$ cat config.mk
export PLATFORM = sky130hd
export DESIGN_NAME = estimador_func_vadd_row_initiator
export DESIGN_NICKNAME = d
export VERILOG_FILES = /design/src/rtl/estimador_vadd_pkg.sv /design/src/rtl/estimador_func_vadd_row_initiator.sv
export SDC_FILE = /design/constraint.sdc
export NUM_CORES = 1
export LEC_CHECK = 0
export CAP_MARGIN = 25
export CELL_PAD_IN_SITES_DETAIL_PLACEMENT = 1
export CELL_PAD_IN_SITES_GLOBAL_PLACEMENT = 1
export CORE_UTILIZATION = 33
export DETAILED_ROUTE_END_ITERATION = 8
export PLACE_DENSITY_LB_ADDON = 0.1
export SLEW_MARGIN = 20
export SYNTH_ARGS = -nofsm -noshare
export SYNTH_HDL_FRONTEND = slang
export SYNTH_SLANG_ARGS = --single-unit
export TNS_END_PERCENT = 50
$ cat constraint.sdc
create_clock -name ap_clk -period 3.6 [get_ports ap_clk]
set_input_delay 0.36 -clock ap_clk [delete_from_list [all_inputs] [get_ports ap_clk]]
set_output_delay 0.36 -clock ap_clk [all_outputs]
set_load 0.005 [all_outputs]
$ cat src/rtl/estimador_vadd_pkg.sv
// Shared definitions for the estimator's 3-element vector-add loop:
// element width, initiator state encoding and saturation limits.
package estimador_vadd_pkg;

    localparam int W               = 21;
    localparam int DEFAULT_TIMEOUT = 15;

    localparam logic [W-1:0] VADD_SAT_MAX = 21'h0FFFFF;
    localparam logic [W-1:0] VADD_SAT_MIN = 21'h100000;

    typedef enum logic [1:0] {
        IDLE,
        RUN,
        HOLD
    } vadd_init_state_t;

endpackage

$ cat src/rtl/estimador_func_vadd_row_initiator.sv
// Initiator for the vadd_row child (ap_ctrl_hs): registers an operand pair,
// runs the child under a watchdog and holds the result vector until taken.
module estimador_func_vadd_row_initiator #(
    parameter int W       = estimador_vadd_pkg::W,
    parameter int TIMEOUT = estimador_vadd_pkg::DEFAULT_TIMEOUT
) (
    input  logic         ap_clk,
    input  logic         ap_rst_n,

    input  logic         in_valid,
    output logic         in_ready,
    input  logic [W-1:0] in_a0,
    input  logic [W-1:0] in_a1,
    input  logic [W-1:0] in_a2,
    input  logic [W-1:0] in_b0,
    input  logic [W-1:0] in_b1,
    input  logic [W-1:0] in_b2,

    output logic         child_ap_start,
    input  logic         child_ap_done,
    input  logic         child_ap_idle,
    input  logic         child_ap_ready,
    output logic [W-1:0] child_lhs0,
    output logic [W-1:0] child_lhs1,
    output logic [W-1:0] child_lhs2,
    output logic [W-1:0] child_rhs0,
    output logic [W-1:0] child_rhs1,
    output logic [W-1:0] child_rhs2,
    input  logic [W-1:0] child_out0,
    input  logic [W-1:0] child_out1,
    input  logic [W-1:0] child_out2,
    input  logic         child_vld0,
    input  logic         child_vld1,
    input  logic         child_vld2,

    output logic         out_valid,
    input  logic         out_ready,
    output logic [W-1:0] out_r0,
    output logic [W-1:0] out_r1,
    output logic [W-1:0] out_r2,
    output logic         out_err
);

    import estimador_vadd_pkg::*;

    localparam int WD = $clog2(TIMEOUT + 1);

    vadd_init_state_t r_state;
    logic             r_in_ready;
    logic             r_start;
    logic             r_out_valid;
    logic             r_err;
    logic [2:0]       r_cap;
    logic [WD-1:0]    r_wdog;
    logic [W-1:0]     r_lhs [3];
    logic [W-1:0]     r_rhs [3];
    logic [W-1:0]     r_res [3];

    logic [2:0]       w_vld;
    logic [W-1:0]     w_cout [3];
    logic             w_unused_idle;

    assign w_vld     = {child_vld2, child_vld1, child_vld0};
    assign w_cout[0] = child_out0;
    assign w_cout[1] = child_out1;
    assign w_cout[2] = child_out2;

    // The child's idle flag carries no information this controller needs.
    assign w_unused_idle = child_ap_idle;

    // Done takes priority over watchdog expiry, so a child finishing on the
    // last permitted cycle still delivers its results with an honest err.
    always_ff @(posedge ap_clk or negedge ap_rst_n) begin
        if (!ap_rst_n) begin
            r_state     <= IDLE;
            r_in_ready  <= 1'b1;
            r_start     <= 1'b0;
            r_out_valid <= 1'b0;
            r_err       <= 1'b0;
            r_cap       <= '0;
            r_wdog      <= '0;
            r_lhs       <= '{default: '0};
            r_rhs       <= '{default: '0};
            r_res       <= '{default: '0};
        end else begin
            case (r_state)
                IDLE: begin
                    if (in_valid) begin
                        r_lhs      <= '{in_a0, in_a1, in_a2};
                        r_rhs      <= '{in_b0, in_b1, in_b2};
                        r_cap      <= '0;
                        r_wdog     <= '0;
                        r_start    <= 1'b1;
                        r_in_ready <= 1'b0;
                        r_state    <= RUN;
                    end
                end
                RUN: begin
                    for (int k = 0; k < 3; k++) begin
                        if (w_vld[k]) begin
                            r_res[k] <= w_cout[k];
                        end
                    end
                    r_cap  <= r_cap | w_vld;
                    r_wdog <= r_wdog + 1'b1;
                    if (child_ap_ready) begin
                        r_start <= 1'b0;
                    end
                    if (child_ap_done) begin
                        r_err       <= ~&(r_cap | w_vld);
                        r_start     <= 1'b0;
                        r_out_valid <= 1'b1;
                        r_state     <= HOLD;
                    end else if (r_wdog == WD'(TIMEOUT - 1)) begin
                        r_res       <= '{default: '0};
                        r_err       <= 1'b1;
                        r_start     <= 1'b0;
                        r_out_valid <= 1'b1;
                        r_state     <= HOLD;
                    end
                end
                HOLD: begin
                    if (out_ready) begin
                        r_out_valid <= 1'b0;
                        r_err       <= 1'b0;
                        r_in_ready  <= 1'b1;
                        r_state     <= IDLE;
                    end
                end
                default: r_state <= IDLE;
            endcase
        end
    end

    assign in_ready       = r_in_ready;
    assign child_ap_start = r_start;
    assign child_lhs0     = r_lhs[0];
    assign child_lhs1     = r_lhs[1];
    assign child_lhs2     = r_lhs[2];
    assign child_rhs0     = r_rhs[0];
    assign child_rhs1     = r_rhs[1];
    assign child_rhs2     = r_rhs[2];
    assign out_valid      = r_out_valid;
    assign out_r0         = r_res[0];
    assign out_r1         = r_res[1];
    assign out_r2         = r_res[2];
    assign out_err        = r_err;

endmodule

==> results.ini, run 1 <==
[setup_path]
required_ns=3.98
cp.arrival_ns=2.53
startpoint_type=flip-flop
critPathKind=reg -> reg
reg2reg_slack_ns=1.44
cp_max_fo=57
endpoint_kind=flip-flop

[job]
max_cap_viol_count=0

[timing]
final_max_slew_viol_count=0
whs_ns=0.403
rsz0062_at_grt=false
layout_min_cycle_time_ns=2.16
finalSetupTns_ns=0
worst_pin_slew_ns=0.895
period_share=0.599
finalHoldViolations=0
finalSetupViolations=0
fmax_ghz=0.463
relSlewSlack=0.401
clock_skew_ns=0.00761

[routing]
routed_via_density=4.60
drt_wl_total_um=25200
drt_iter0_markers=160
routedWlPerCell_um=18.9
first_pass_iters=4
drc_errors=0
vias=6133
antenna_left=0

[logic_synthesis]
yosysWarnings=0
synth.ff_latch_count=202
synth_cell_types=29
syn_nets=810
ys_seq_area_frac=0.641
synth_top_area_cell=dfrtp_1
synth_top_area_share=0.638
syn_area_sq_um=7890
avgSynthCellArea_sq_um=13.0
syn_inst=609
netlist_top_cells_area=dfrtp_1, mux2_2, nand2_1, a21oi_1, buf_6

[floorplan]
rows=56
num_io_pins=392
coreArea_sq_um=23500
fp.dieW_um=157
die-area_sq_um=24500
die_h_um=157
initial_core_util=0.336

[clock_network]
cts_resized=0
cts_buffer_depth=3
clk_latency_ns=0.50
clk_pin_slew_ns=0.05
numCtsBuffers=24
htreeDepth=1
cts_root_buf=clkbuf_16
clock-sinks=202
cts_tree=done

[final_layout]
fillers=2455
n_antenna_cell=0
layout-drive-gt1-share=0.171
final_net_count=1200
area_delta_synth_final_pct=62.4

[status]
status=finished clean

[placement]
gp_congestion=0.730
port_buffers=390
hpwl_um=18300

[global_routing]
grt_util_all_layers=0.205
grt_pass1_vias=6370
overflow=0
antenna_found_initial=3
grt_max_degree=84
grt_pass1_wl_um=38100

[min_path]
hold_path_class=in -> reg

[power_and_ir_drop]
ir_drop_v=0.000433
leakage_nw=5.30
power.density_nw_per_um2=861

-- layout make-up --
| class | count | area (sq um) | area share |
|---|---|---|---|
| clock inverters | 3 | 65.1 | 0.00508 |
| flip-flops and latches | 202 | 5060 | 0.395 |
| multi-input cells | 369 | 2550 | 0.199 |
| clock buffers | 38 | 724 | 0.0566 |
| repair buffers | 399 | 4000 | 0.313 |
| well taps | 319 | 399 | 0.0312 |
| inverters | 3 | 11.3 | 0.000879 |
-- layer usage --
layer,vias to the layer above,GRT usage,share of wire
met5,-,0,0.0016
met4,6,0.0486,0.018
met3,34,0.0648,0.087
met2,230,0.360,0.52
met1,3022,0.242,0.38
li1,2841,-,-
-- per-stage QoR --
step / setup slack [ns] / utilization / instance area (sq um) / power, mW / cells
6_report: 1.44 / 0.546 / 12800 / 11.0 / 1333
2_1_floorplan: 2.14 / - / 7890 / 5.79 / 609
3_5_place_dp: 1.27 / 0.512 / 12000 / 8.71 / 1291
5_1_grt: 1.31 / 0.546 / 12800 / 11.7 / 1333
3_3_place_gp: 1.30 / 0.512 / 12000 / 8.57 / 1291
4_1_cts: 1.44 / 0.546 / 12800 / 11.2 / 1333
-- placed cells by master (no fill, tap or decap), drive strengths merged, types with 2 or more instances in the layout --
master,synthesis,routed
buf,25,8
clkbuf,10,39
and3b,3,3
a21oi,67,67
nand3b,5,5
nor2,10,10
ha,2,2
mux2,126,126
nand2b,2,2
dfrtp,201,201
o21ai,9,9
inv,3,3
clkdlybuf4s50,0,389
bufinv,0,2
nand3,4,4
nand2,130,130
-- worst max-delay path, cell delays in order, from the launching register on --
cell	delay, ns
dfrtp_1	0.53
nand2b_1	0.28
nor2_4	0.13
buf_4	0.60
mux2_2	0.42
-- flip-flops by register name (all words and copies together), names as in the netlist --
signal	cells
child_lhs0	21
child_lhs1	21
child_lhs2	21
child_rhs0	21
child_rhs1	21
child_rhs2	21
out_r0	21
out_r1	21
out_r2	21
r_wdog	4
r_cap	3
r_state	2
child_ap_start	1
in_ready	1
out_err	1
out_valid	1
-- cells by family (layout without fill, tap and decap cells) --
logic type | count (synthesis) | after routing | synth area share
AND/OR/NAND/NOR | 157 | 157 | 0.0828
AO/OA/AOI/OAI | 83 | 83 | 0.0552
buffers and inverters | 38 | 443 | 0.0366
flip-flops | 202 | 202 | 0.641
multiplexers | 127 | 127 | 0.181
adder cells (fa/ha/maj) | 2 | 2 | 0.00317
-- what timing repair did --
item                                   CTS  global route
hold buffers                             1             0
setup buffers                            0             0
endpoints found under the hold margin   79             0
-- final timing paths --
check	startpoint	cells after the start	endpoint
max reg2reg	r_state[0]	4	child_lhs0[12]
max in group asynchronous	ap_rst_n	3	out_r2[20]
min in group asynchronous	ap_rst_n	2	child_rhs0[1]
min	child_out1[0]	3	out_r1[0]
min reg2reg	r_cap[1]	2	r_cap[1]
max	r_state[0]	4	child_lhs0[12]
-- Yosys cell counts, drive strengths merged --
cell type	instances
dfrtp	201
nand2	130
mux2	126
a21oi	67
buf	25
clkbuf	10
nor2	10
o21ai	9
nand3b	5
nand3	4
and3b	3
inv	3
ha	2
nand2b	2
a31o	1
a31oi	1
a32oi	1
dfstp	1
mux2i	1
nor2b	1
nor3	1
o21bai	1
o22ai	1
o2bb2ai	1
o311ai	1
or2	1
-- report_power, final --
| part | switching (mW) | total, mW | internal [mW] | leakage (nW) |
|---|---|---|---|---|
| Clock | 0.914 | 2.42 | 1.51 | 0.386 |
| Sequential | 0.602 | 4.00 | 3.40 | 2.42 |
| Combinational | 1.62 | 4.60 | 2.97 | 2.50 |
| Total | 3.14 | 11.0 | 7.88 | 5.30 |
No activity file was read; power rests on OpenSTA's default activity.
==> run 2, diff against run 1 <==
Settings changed: CORE_UTILIZATION 33 to 31.
Clock period 3.6 ns to 2.3 ns, I/O delays scaled along.
==> run 2 against run 1 <==
  * Clock skew up 0.0039 ns
  * Total power grew 57%
  * Count of clock-buffer cells in the layout grew 3
  * Die area up 6.4%
  * Combinational power is 59% higher
  * Sequential cell count did not move
  * Hold slack worse by 0.15 ns
  * Sequential share of layout area shrank 0.39 points
  * Wire length is 1.4% lower
  * First-iteration DRC count increased by 88%
  * Global-route usage shrank 1.5 points
  * Setup slack worse by 0.96 ns
  * Critical endpoint is now in_ready
  * Largest cell class unchanged
  * Largest power group unchanged
==> results.ini, run 2 (same netlist as run 1, synthesis figures left out) <==
[global_routing]
grt_max_degree=113
grt_pass1_wl_um=38600
antenna_found_initial=1
grt_pass1_vias=6397
overflow=0
grt_util_all_layers=0.190

[timing]
layout_min_cycle_time_ns=1.82
rsz0062_at_grt=false
final_max_slew_viol_count=0
finalHoldViolations=0
fmax_ghz=0.550
clock_skew_ns=0.0115
worst_pin_slew_ns=0.666
finalSetupViolations=0
period_share=0.791
finalSetupTns_ns=0
whs_ns=0.257
relSlewSlack=0.556

[placement]
port_buffers=390
numPlacedInstances=1310
gp_congestion=0.746
hpwl_um=17800

[power_and_ir_drop]
power.density_nw_per_um2=1340
seqPwrFrac=0.360
p_clk_frac=0.217
ir_drop_v=0.000605
p_int_mw=12.4
switching_share=0.286
power.switching_mw=4.94
p_comb_frac=0.424
leakage_nw=5.35

[clock_network]
numCtsBuffers=25
cts_root_buf=clkbuf_16
htreeDepth=1
cts_tree=done
cts_buffer_depth=3
clock-sinks=202
cts_setup_buffers=0
clk_latency_ns=0.51
clk_pin_slew_ns=0.06

[final_layout]
area_delta_synth_final_pct=64.0
layout_commonest_cell=clkdlybuf4s50_1
layout_common_cells=clkdlybuf4s50_1, dfrtp_1, nand2_1
final_cells=1356
layout-drive-gt1-share=0.177
final_net_count=1209

[floorplan]
rows=58
die_h_um=162
die-area_sq_um=26100
fp.dieW_um=162
num_io_pins=392
initial_core_util=0.315
coreArea_sq_um=25000

[routing]
drt_wl_total_um=24900
routed_via_density=4.54
antenna_left=0
drt_iter0_markers=301
first_pass_iters=4
drc_errors=0
vias=6160
routedWlPerCell_um=18.4

[setup_path]
cp.arrival_ns=1.59
critPathKind=reg -> out
path_buf_inv=1
critPathSlowestCell=dfstp_2
startpoint_type=flip-flop
endpoint_kind=primary output
crit_chain=clkdlybuf4s50_1
cpPeakStageDelay_ns=0.55
cp_max_fo=3
crit_family=flip-flops
required_ns=2.07

[min_path]
hold_path_class=in -> reg

[status]
status=finished clean

[job]
max_cap_viol_count=0

## run 2: cell types whose count changed in the layout (fill, tap and decap cells not counted)
cell / delta
diode_2: +1
inv_6: +1
buf_4: +3
buf_12: +5
bufinv_16: -1
clkbuf_1: +3
## run 2: through the flow
step,cell area (sq um),power [mW],util,setup slack (ns)
floorplan,7890,9.07,-,0.841
global placement,12100,13.6,0.485,0.353
detailed placement,12100,13.8,0.485,0.323
CTS,12900,17.6,0.517,0.436
global route,12900,18.4,0.517,0.408
finish,12900,17.3,0.517,0.481
## run 2: cell type report
class / count / area (sq um)
diodes: 1 / 2.50
clock buffers: 41 / 736
inverters: 3 / 11.3
multi-input cells: 369 / 2550
repair buffers: 407 / 4130
fillers: 2617 / 12100
flip-flops and latches: 202 / 5060
well taps: 330 / 413
clock inverters: 3 / 43.8
## run 2: power by group through the flow
stage                     Clock [mW]  Sequential [mW]  Combinational, mW
after floorplan                    0             6.37               2.70
after global placement             0             6.21               7.36
after detailed placement           0             6.30               7.45
after CTS                       3.89             6.25               7.49
after global routing            4.04             6.46               7.93
final                           3.75             6.22               7.33
## run 2: timing repair
item / 4_1_cts / 5_1_grt
hold buffers: 1 / 0
endpoints found under the hold margin: 201 / 0
resized for setup: 0 / 0
## run 2: routing by layer
metal | track usage | wire length, um | share of wire | vias to the layer above
met2 | 0.323 | 12400 | 0.50 | 241
met1 | 0.231 | 9860 | 0.40 | 3027
li1 | - | - | - | 2859
met4 | 0.0433 | 391 | 0.016 | 0
met5 | 0 | 0 | 0 | -
met3 | 0.0647 | 2280 | 0.091 | 33
## run 2: path summary, 6_finish.rpt
check                               start             end  slack [ns]  depth (start not counted)
max in group asynchronous        ap_rst_n       out_valid        1.41                          3
hold reg to reg            child_lhs2[19]  child_lhs2[19]        0.50                          1
setup reg to reg               r_state[1]  child_lhs1[11]        0.54                          4
setup / recovery                 in_ready        in_ready        0.48                          1
min in group asynchronous        ap_rst_n  child_lhs2[14]        0.32                          3
hold / removal             child_out1[16]      out_r1[16]        0.26                          3
